<file path="src/rtl/ksa_pkg.sv">
// Shared types and helpers for the pipelined Kogge-Stone adder.
package ksa_pkg;

  localparam int unsigned MAX_WIDTH = 64;

  typedef struct packed {
    logic g;
    logic p;
  } pg_t;

  function automatic int unsigned clog2(input int unsigned v);
    int unsigned r;
    r = 0;
    while ((64'd1 << r) < 64'(v)) r++;
    return r;
  endfunction

endpackage

</file>
<file path="src/rtl/ksa_prefix_cell.sv">
// One registered Kogge-Stone prefix node: black cell (Black=1) or plain delay (Black=0).
module ksa_prefix_cell
  import ksa_pkg::*;
#(
  parameter bit Black = 1'b1
) (
  input  logic clk_i,
  input  logic rst_i,
  input  logic stall_i,
  input  pg_t  cur_i,
  input  pg_t  prev_i,
  output pg_t  pg_o
);

  pg_t black, pg_d, pg_q;

  always_comb begin
    black.g = cur_i.g | (cur_i.p & prev_i.g);
    black.p = cur_i.p & prev_i.p;
    pg_d    = pg_q;
    if (!stall_i) pg_d = Black ? black : cur_i;
  end

  always_ff @(posedge clk_i or posedge rst_i) begin
    if (rst_i) pg_q <= '0;
    else       pg_q <= pg_d;
  end

  assign pg_o = pg_q;

endmodule

</file>
<file path="src/rtl/ksa_pipe.sv">
// Fully pipelined Kogge-Stone add/subtract, latency log2(WIDTH)+2, global stall.
// Optional overflow output enabled by defining KSA_PIPE_OVF_EN.
module ksa_pipe
  import ksa_pkg::*;
#(
  parameter int unsigned WIDTH = 8
) (
  input  logic             GCLK_Pad,
  input  logic             RST_Pad,
  input  logic             in_valid,
  input  logic             stall,
  input  logic             sub,
  input  logic [WIDTH-1:0] a,
  input  logic [WIDTH-1:0] b,
  input  logic             cin,
  output logic             out_valid,
  output logic [WIDTH-1:0] sum,
  output logic             cout
`ifdef KSA_PIPE_OVF_EN
  ,
  output logic             ovf
`endif
);

  localparam int unsigned STAGES = clog2(WIDTH);
  localparam int unsigned LAT    = STAGES + 2;
  localparam int unsigned DEPTH  = LAT - 1;

  if ((WIDTH < 2) || (WIDTH > MAX_WIDTH) || ((WIDTH & (WIDTH - 1)) != 0)) begin : g_bad_width
    $error("ksa_pipe: WIDTH must be a power of two between 2 and 64");
  end

  logic [WIDTH-1:0] b_eff;
  logic             c0_in;
  pg_t              pg0_d [WIDTH];
  pg_t              pg0_q [WIDTH];
  pg_t              lvl   [STAGES+1][WIDTH];

  // Side pipelines keep p, c0 and valid aligned with the prefix levels.
  logic [WIDTH-1:0] p_d   [DEPTH];
  logic [WIDTH-1:0] p_q   [DEPTH];
  logic             c0_d  [DEPTH];
  logic             c0_q  [DEPTH];
  logic             vld_d [DEPTH];
  logic             vld_q [DEPTH];

  logic [WIDTH-1:0] g_fin, p_fin, sum_new, sum_d, sum_q;
  logic             cout_d, cout_q, out_valid_d, out_valid_q;
  logic             unused_p_fin;

  always_comb begin
    b_eff = sub ? ~b : b;
    c0_in = sub ? ~cin : cin;
    for (int i = 0; i < WIDTH; i++) begin
      pg0_d[i] = pg0_q[i];
      if (!stall) begin
        pg0_d[i].g = a[i] & b_eff[i];
        pg0_d[i].p = a[i] ^ b_eff[i];
      end
    end
    // Bit 0 absorbs the carry-in so every group generate already includes c0.
    if (!stall) pg0_d[0].g = (a[0] & b_eff[0]) | ((a[0] ^ b_eff[0]) & c0_in);

    p_d[0]   = stall ? p_q[0]   : (a ^ b_eff);
    c0_d[0]  = stall ? c0_q[0]  : c0_in;
    vld_d[0] = stall ? vld_q[0] : in_valid;
    for (int unsigned k = 1; k < DEPTH; k++) begin
      p_d[k]   = stall ? p_q[k]   : p_q[k-1];
      c0_d[k]  = stall ? c0_q[k]  : c0_q[k-1];
      vld_d[k] = stall ? vld_q[k] : vld_q[k-1];
    end
  end

  for (genvar i = 0; i < WIDTH; i++) begin : g_lvl0
    assign lvl[0][i] = pg0_q[i];
  end

  for (genvar k = 1; k <= STAGES; k++) begin : g_level
    localparam int Span = 1 << (k - 1);
    for (genvar i = 0; i < WIDTH; i++) begin : g_bit
      if (i >= Span) begin : g_black
        ksa_prefix_cell #(.Black(1'b1)) u_cell (
          .clk_i  (GCLK_Pad),
          .rst_i  (RST_Pad),
          .stall_i(stall),
          .cur_i  (lvl[k-1][i]),
          .prev_i (lvl[k-1][i-Span]),
          .pg_o   (lvl[k][i])
        );
      end else begin : g_pass
        ksa_prefix_cell #(.Black(1'b0)) u_cell (
          .clk_i  (GCLK_Pad),
          .rst_i  (RST_Pad),
          .stall_i(stall),
          .cur_i  (lvl[k-1][i]),
          .prev_i (lvl[k-1][i]),
          .pg_o   (lvl[k][i])
        );
      end
    end
  end

  always_comb begin
    for (int i = 0; i < WIDTH; i++) begin
      g_fin[i] = lvl[STAGES][i].g;
      p_fin[i] = lvl[STAGES][i].p;
    end
    sum_new     = p_q[STAGES] ^ {g_fin[WIDTH-2:0], c0_q[STAGES]};
    sum_d       = stall ? sum_q : sum_new;
    cout_d      = stall ? cout_q : g_fin[WIDTH-1];
    out_valid_d = stall ? out_valid_q : vld_q[STAGES];
  end

  assign unused_p_fin = ^p_fin;

  always_ff @(posedge GCLK_Pad or posedge RST_Pad) begin
    if (RST_Pad) begin
      for (int i = 0; i < WIDTH; i++) pg0_q[i] <= '0;
      for (int unsigned k = 0; k < DEPTH; k++) begin
        p_q[k]   <= '0;
        c0_q[k]  <= 1'b0;
        vld_q[k] <= 1'b0;
      end
      sum_q       <= '0;
      cout_q      <= 1'b0;
      out_valid_q <= 1'b0;
    end else begin
      pg0_q       <= pg0_d;
      p_q         <= p_d;
      c0_q        <= c0_d;
      vld_q       <= vld_d;
      sum_q       <= sum_d;
      cout_q      <= cout_d;
      out_valid_q <= out_valid_d;
    end
  end

  assign sum       = sum_q;
  assign cout      = cout_q;
  assign out_valid = out_valid_q;

`ifdef KSA_PIPE_OVF_EN
  logic am_d [DEPTH];
  logic am_q [DEPTH];
  logic bm_d [DEPTH];
  logic bm_q [DEPTH];
  logic ovf_d, ovf_q;

  always_comb begin
    am_d[0] = stall ? am_q[0] : a[WIDTH-1];
    bm_d[0] = stall ? bm_q[0] : b_eff[WIDTH-1];
    for (int unsigned k = 1; k < DEPTH; k++) begin
      am_d[k] = stall ? am_q[k] : am_q[k-1];
      bm_d[k] = stall ? bm_q[k] : bm_q[k-1];
    end
    ovf_d = stall ? ovf_q
                  : ((am_q[STAGES] == bm_q[STAGES]) && (sum_new[WIDTH-1] != am_q[STAGES]));
  end

  always_ff @(posedge GCLK_Pad or posedge RST_Pad) begin
    if (RST_Pad) begin
      for (int unsigned k = 0; k < DEPTH; k++) begin
        am_q[k] <= 1'b0;
        bm_q[k] <= 1'b0;
      end
      ovf_q <= 1'b0;
    end else begin
      am_q  <= am_d;
      bm_q  <= bm_d;
      ovf_q <= ovf_d;
    end
  end

  assign ovf = ovf_q;
`endif

endmodule

</file>
<file path="config.mk">
export PLATFORM = sky130hd
export DESIGN_NAME = ksa_pipe
export DESIGN_NICKNAME = d
export VERILOG_FILES = /design/src/rtl/ksa_pkg.sv /design/src/rtl/ksa_prefix_cell.sv /design/src/rtl/ksa_pipe.sv
export SDC_FILE = /design/constraint.sdc
export NUM_CORES = 1
export LEC_CHECK = 0
export ABC_AREA = 1
export CAP_MARGIN = 15
export CORE_AREA = 4 4 104 106
export DETAILED_ROUTE_END_ITERATION = 16
export DIE_AREA = 0 0 108 110
export DONT_BUFFER_PORTS = 1
export GPL_ROUTABILITY_DRIVEN = 0
export PLACE_DENSITY = 0.65
export SLEW_MARGIN = 20
export SYNTH_ARGS = -nofsm -noshare
export SYNTH_HDL_FRONTEND = slang
export SYNTH_SLANG_ARGS = --single-unit
export TNS_END_PERCENT = 10
</file>
<file path="constraint.sdc">
create_clock -name GCLK_Pad -period 5.05 [get_ports GCLK_Pad]
set_input_delay 1.01 -clock GCLK_Pad [delete_from_list [all_inputs] [get_ports GCLK_Pad]]
set_output_delay 1.01 -clock GCLK_Pad [all_outputs]
set_load 0.02 [all_outputs]
</file>
* Word level (Yosys, flattened, before mapping)
Cells that the tools add are included.
** Operators by class
- Muxes and demuxes :: 3
- Bitwise gates (word level) :: 66
** Operator list (count)
- $and 1x1->1 :: 36
- $or 1x1->1 :: 18
- $xor 8x8->8 :: 2
- $mux 8 :: 1
- $not 8->8 :: 1
- $xor 1x1->1 :: 8
- $mux 1 :: 2
- $not 1->1 :: 1
** Storage, ports and cells
- Register bits :: 99
- Bits of input ports :: 22

* Depth between registers and ports, before layout
- Depth after elaboration :: 6
- Gate-level depth with buffers :: 7

* Modules after synthesis
A second synthesis with hierarchy kept.
** Second synthesis, totals
- Cells, all modules :: 568
- Area, all modules :: 4702.0 sq um
** Modules (own cells, without submodules)
- ksa_pipe :: instances 1, cells each 260, area an instance 2439.8 sq um, sequential area each 1451.4 sq um
- ksa_prefix_cell (g_level[1].g_bit[1].g_black.u_cell ...) :: instances 17, cells each 14, area an instance 100.1 sq um, sequential area each 50.0 sq um
- ksa_prefix_cell (g_level[1].g_bit[0].g_pass.u_cell ...) :: instances 7, cells each 10, area an instance 80.1 sq um, sequential area each 50.0 sq um

* Worst setup path before layout
No wires, ideal clock.
- Kind :: input to register
- From :: input sub
- To :: register p_q[24] (netlist name)
- Setup time :: 0.124 ns
- Arrival :: 1.840 ns
- Data required time :: 4.926 ns
- Slack :: 3.086 ns
- Stages on the path :: 6
- Cells stage by stage :: buf_2 -> xor2_1 -> ha_1 -> inv_1 -> nor2_1 -> o21bai_1
** On the way
- Longest elaborated chain between the ends :: 2
** RTL lines
- start, declared :: RTL line ksa_pipe.sv:12 : input logic sub,
- $mux 8 :: RTL line ksa_pipe.sv:52 : b_eff = sub ? ~b : b;
- $xor 8x8->8 :: RTL line ksa_pipe.sv:64 : p_d[0] = stall ? p_q[0] : (a ^ b_eff);
- end signal, assigned :: RTL line ksa_pipe.sv:129 : p_q <= p_d;
- end, declared :: RTL line ksa_pipe.sv:41 : logic [WIDTH-1:0] p_q [DEPTH];
Every way passes these cells.
A chain may end at the register's enable or synchronous reset.

* Worst setup path in the final report
- From :: input stall
- To :: register p_q[4] (netlist name)
** RTL lines
- start, declared :: RTL line ksa_pipe.sv:11 : input logic stall,
No word-level cell between the ends.

==> flow_summary.ini <==
[clock_network]
root_buffer = clkbuf_8
ctsHoldBuffers = 0
cts.sinks = 92
post_cts_resized = 0
cts_tree = yes
cts_buffer_depth = 2
clkLatencyLatePin_ns = 0.35
cts-htree-levels = 3
clk_pin_slew_ns = 0.08
post-cts-setup-buffers = 0
cts_made_buffers = 9

[timing]
setup_viol = 0
fin_skew_ns = 0.006083
whs_ns = 0.4723
finalSetupTns_ns = 0
post-route-period-util_pct = 42.02
worst_slack_ns = 2.928
slew_viol_final = 0
fin_crit_ns = 2.122
slew_headroom_pct = 47.68
fmax_mhz = 471.2
hold_viol = 0
grt_setup_unrepaired = false
worst_slew_pin_slew_ns = 0.7839

[finish]
fillers = 974
instances_no_fill = 569
multi_input_area_sq_um = 1320
post-route-util_pct = 42.45
area_growth_pct = 6.624
n_antenna_cell = 0
final_area_sq_um = 4149
drive_above_1_share_pct = 4.358
seq_area_sq_um = 2302
nNetsFinal = 462

[logic_synthesis]
synth_edf_count = 0
synth.top_cell.area_share_pct = 59.16
yosys.area.top_type = dfrtp_1
yosys-top-cells-count = 182 x nand2_1, 92 x dfrtp_1, 38 x nand3_1, 31 x inv_1, 22 x o21ai_0
ys.flop_type = dfrtp_1
syn_avg_cell_area_sq_um = 8.824
ys_seq_elements = 92
syn-cell-area_sq_um = 3891
synth_cell_types = 16
seq_area_frac_synth_pct = 59.16
netlist_instances = 441
ys_warn_count = 0
synth-async-reset-ratio_pct = 100.0
synth_nets = 471
synth_area_leaders = dfrtp_1 59%, nand2_1 18%, nand3_1 4.9%
synth.most_common_cell = nand2_1

[placed_design]
port_buffers = 0
placed_area_sq_um = 3925
dp.cells = 554
dp_slack_ns = 2.548
dpl.hpwl_mm = 4.138

[worst_setup_path]
worst-endpoint-required_ns = 5.26
crit_arrival_ns = 2.34
crit_path_start_kind = input pin
crit_slowest_cell = buf_4
crit_path_max_fanout = 84
max_stage_delay_ns = 0.57
end_kind = flip-flop
critPathKind = input pin to flip-flop
crit_chain = inv_2 > buf_4 > o21ai_0

[die]
io_pins = 32
fp.dieH_um = 110
initial_core_util_pct = 39.81
die_w_um = 108
rows = 36
dieArea_sq_um = 11880
core_area_sq_um = 9774

[outcome]
status = completed

[route]
drtAntennaViolNets = 0
routed_via_density = 4.640
routed_wl_mm = 6.599
drc_errors = 0
drt-initial-drc-count = 201
drt_first_pass_iters = 4
vias = 2640
avgRoutedWirePerCell_um = 11.60

[power_and_ir_drop]
p_leak_nw = 2.113
ir_drop_mv = 0.1506
p_per_area_nw_per_um2 = 401.0
power_mw = 1.664

[job]
max-cap-violations = 0

[global_route]
grt_first_pass_wirelength_mm = 11.74
grt_overflow_total = 0
grt_max_degree = 85
grt_pass1_vias = 2611
antenna_found_initial = 0
grt_usage_pct = 12.30

[hold_path]
hp-class = flip-flop to flip-flop
[critical path, delay by kind of cell]
| family | cells | cell delay [ns] |
|---|---|---|
| buffers and inverters | 2 | 1.11 |
| AO/OA/AOI/OAI | 1 | 0.18 |
[per-layer routing]
| metal | vias up | part of all wire, % | global-route usage (%) | wire, um |
|---|---|---|---|---|
| li1 | 1352 | - | - | - |
| met3 | 10 | 4.8 | 3.494 | 315 |
| met1 | 1228 | 51 | 16.62 | 3360 |
| met4 | 0 | 1.8 | 4.599 | 120 |
| met5 | - | 0 | 0 | 0 |
| met2 | 50 | 42 | 18.96 | 2803 |
[state kept, by name, summed over array words and instances, names as in the netlist]
name	count
cout	1
out_valid	1
vld_q	4
p_q	31
g_level.g_bit.g_black.u_cell.pg_o	27
sum	8
c0_q	4
lvl	9
g_level.g_bit.g_pass.u_cell.pg_o	7
[placed cells by master (no fill, tap or decap), drive strengths merged]
master    instances
o21ai            33
clkinv            2
buf               2
inv              31
o21bai            1
ha                8
bufinv            2
xor2              8
nor2             17
a21oi             8
nand2           182
clkbuf           11
nand3            38
clkinvlp          1
dfrtp            92
[cells by family after synthesis]
| logic type | share of synthesized area, % |
|---|---|
| AO/OA/AOI/OAI | 5.466 |
| XOR/XNOR | 1.801 |
| adder cells (fa/ha/maj) | 2.572 |
| buffers and inverters | 6.913 |
| AND/OR/NAND/NOR | 24.08 |
| flip-flops | 59.16 |
[final timing paths]
check / from / endpoint / cells after the start / slack (ns)
worst min register to register: g_level[3].g_bit[7].g_black.u_cell.pg_o[1] / cout / 2 / 0.47
max in group asynchronous: RST_Pad / g_level[2].g_bit[5].g_black.u_cell.pg_o[0] / 2 / 3.36
worst max register to register: p_q[26] / p_q[18] / 2 / 4.25
min in group asynchronous: RST_Pad / p_q[24] / 1 / 0.65
worst min-delay path: g_level[3].g_bit[7].g_black.u_cell.pg_o[1] / cout / 2 / 0.47
worst max-delay path: stall / p_q[4] / 3 / 2.93
[power by group]
part	total, mW	switching, mW	internal (mW)
clock network	0.545	0.243	0.302
registers	0.946	0.0987	0.847
logic	0.173	0.104	0.0686
[area by class of cell]
cell class / instances / area share, %
timing repair buffer: 2 / 0.3619
clock inverter: 4 / 1.749
inverter: 32 / 2.925
tap: 133 / 4.011
multi-input combinational: 295 / 31.82
clock buffer: 11 / 3.649
sequential: 92 / 55.49
Note: power is estimated with default switching activity, not from simulation.
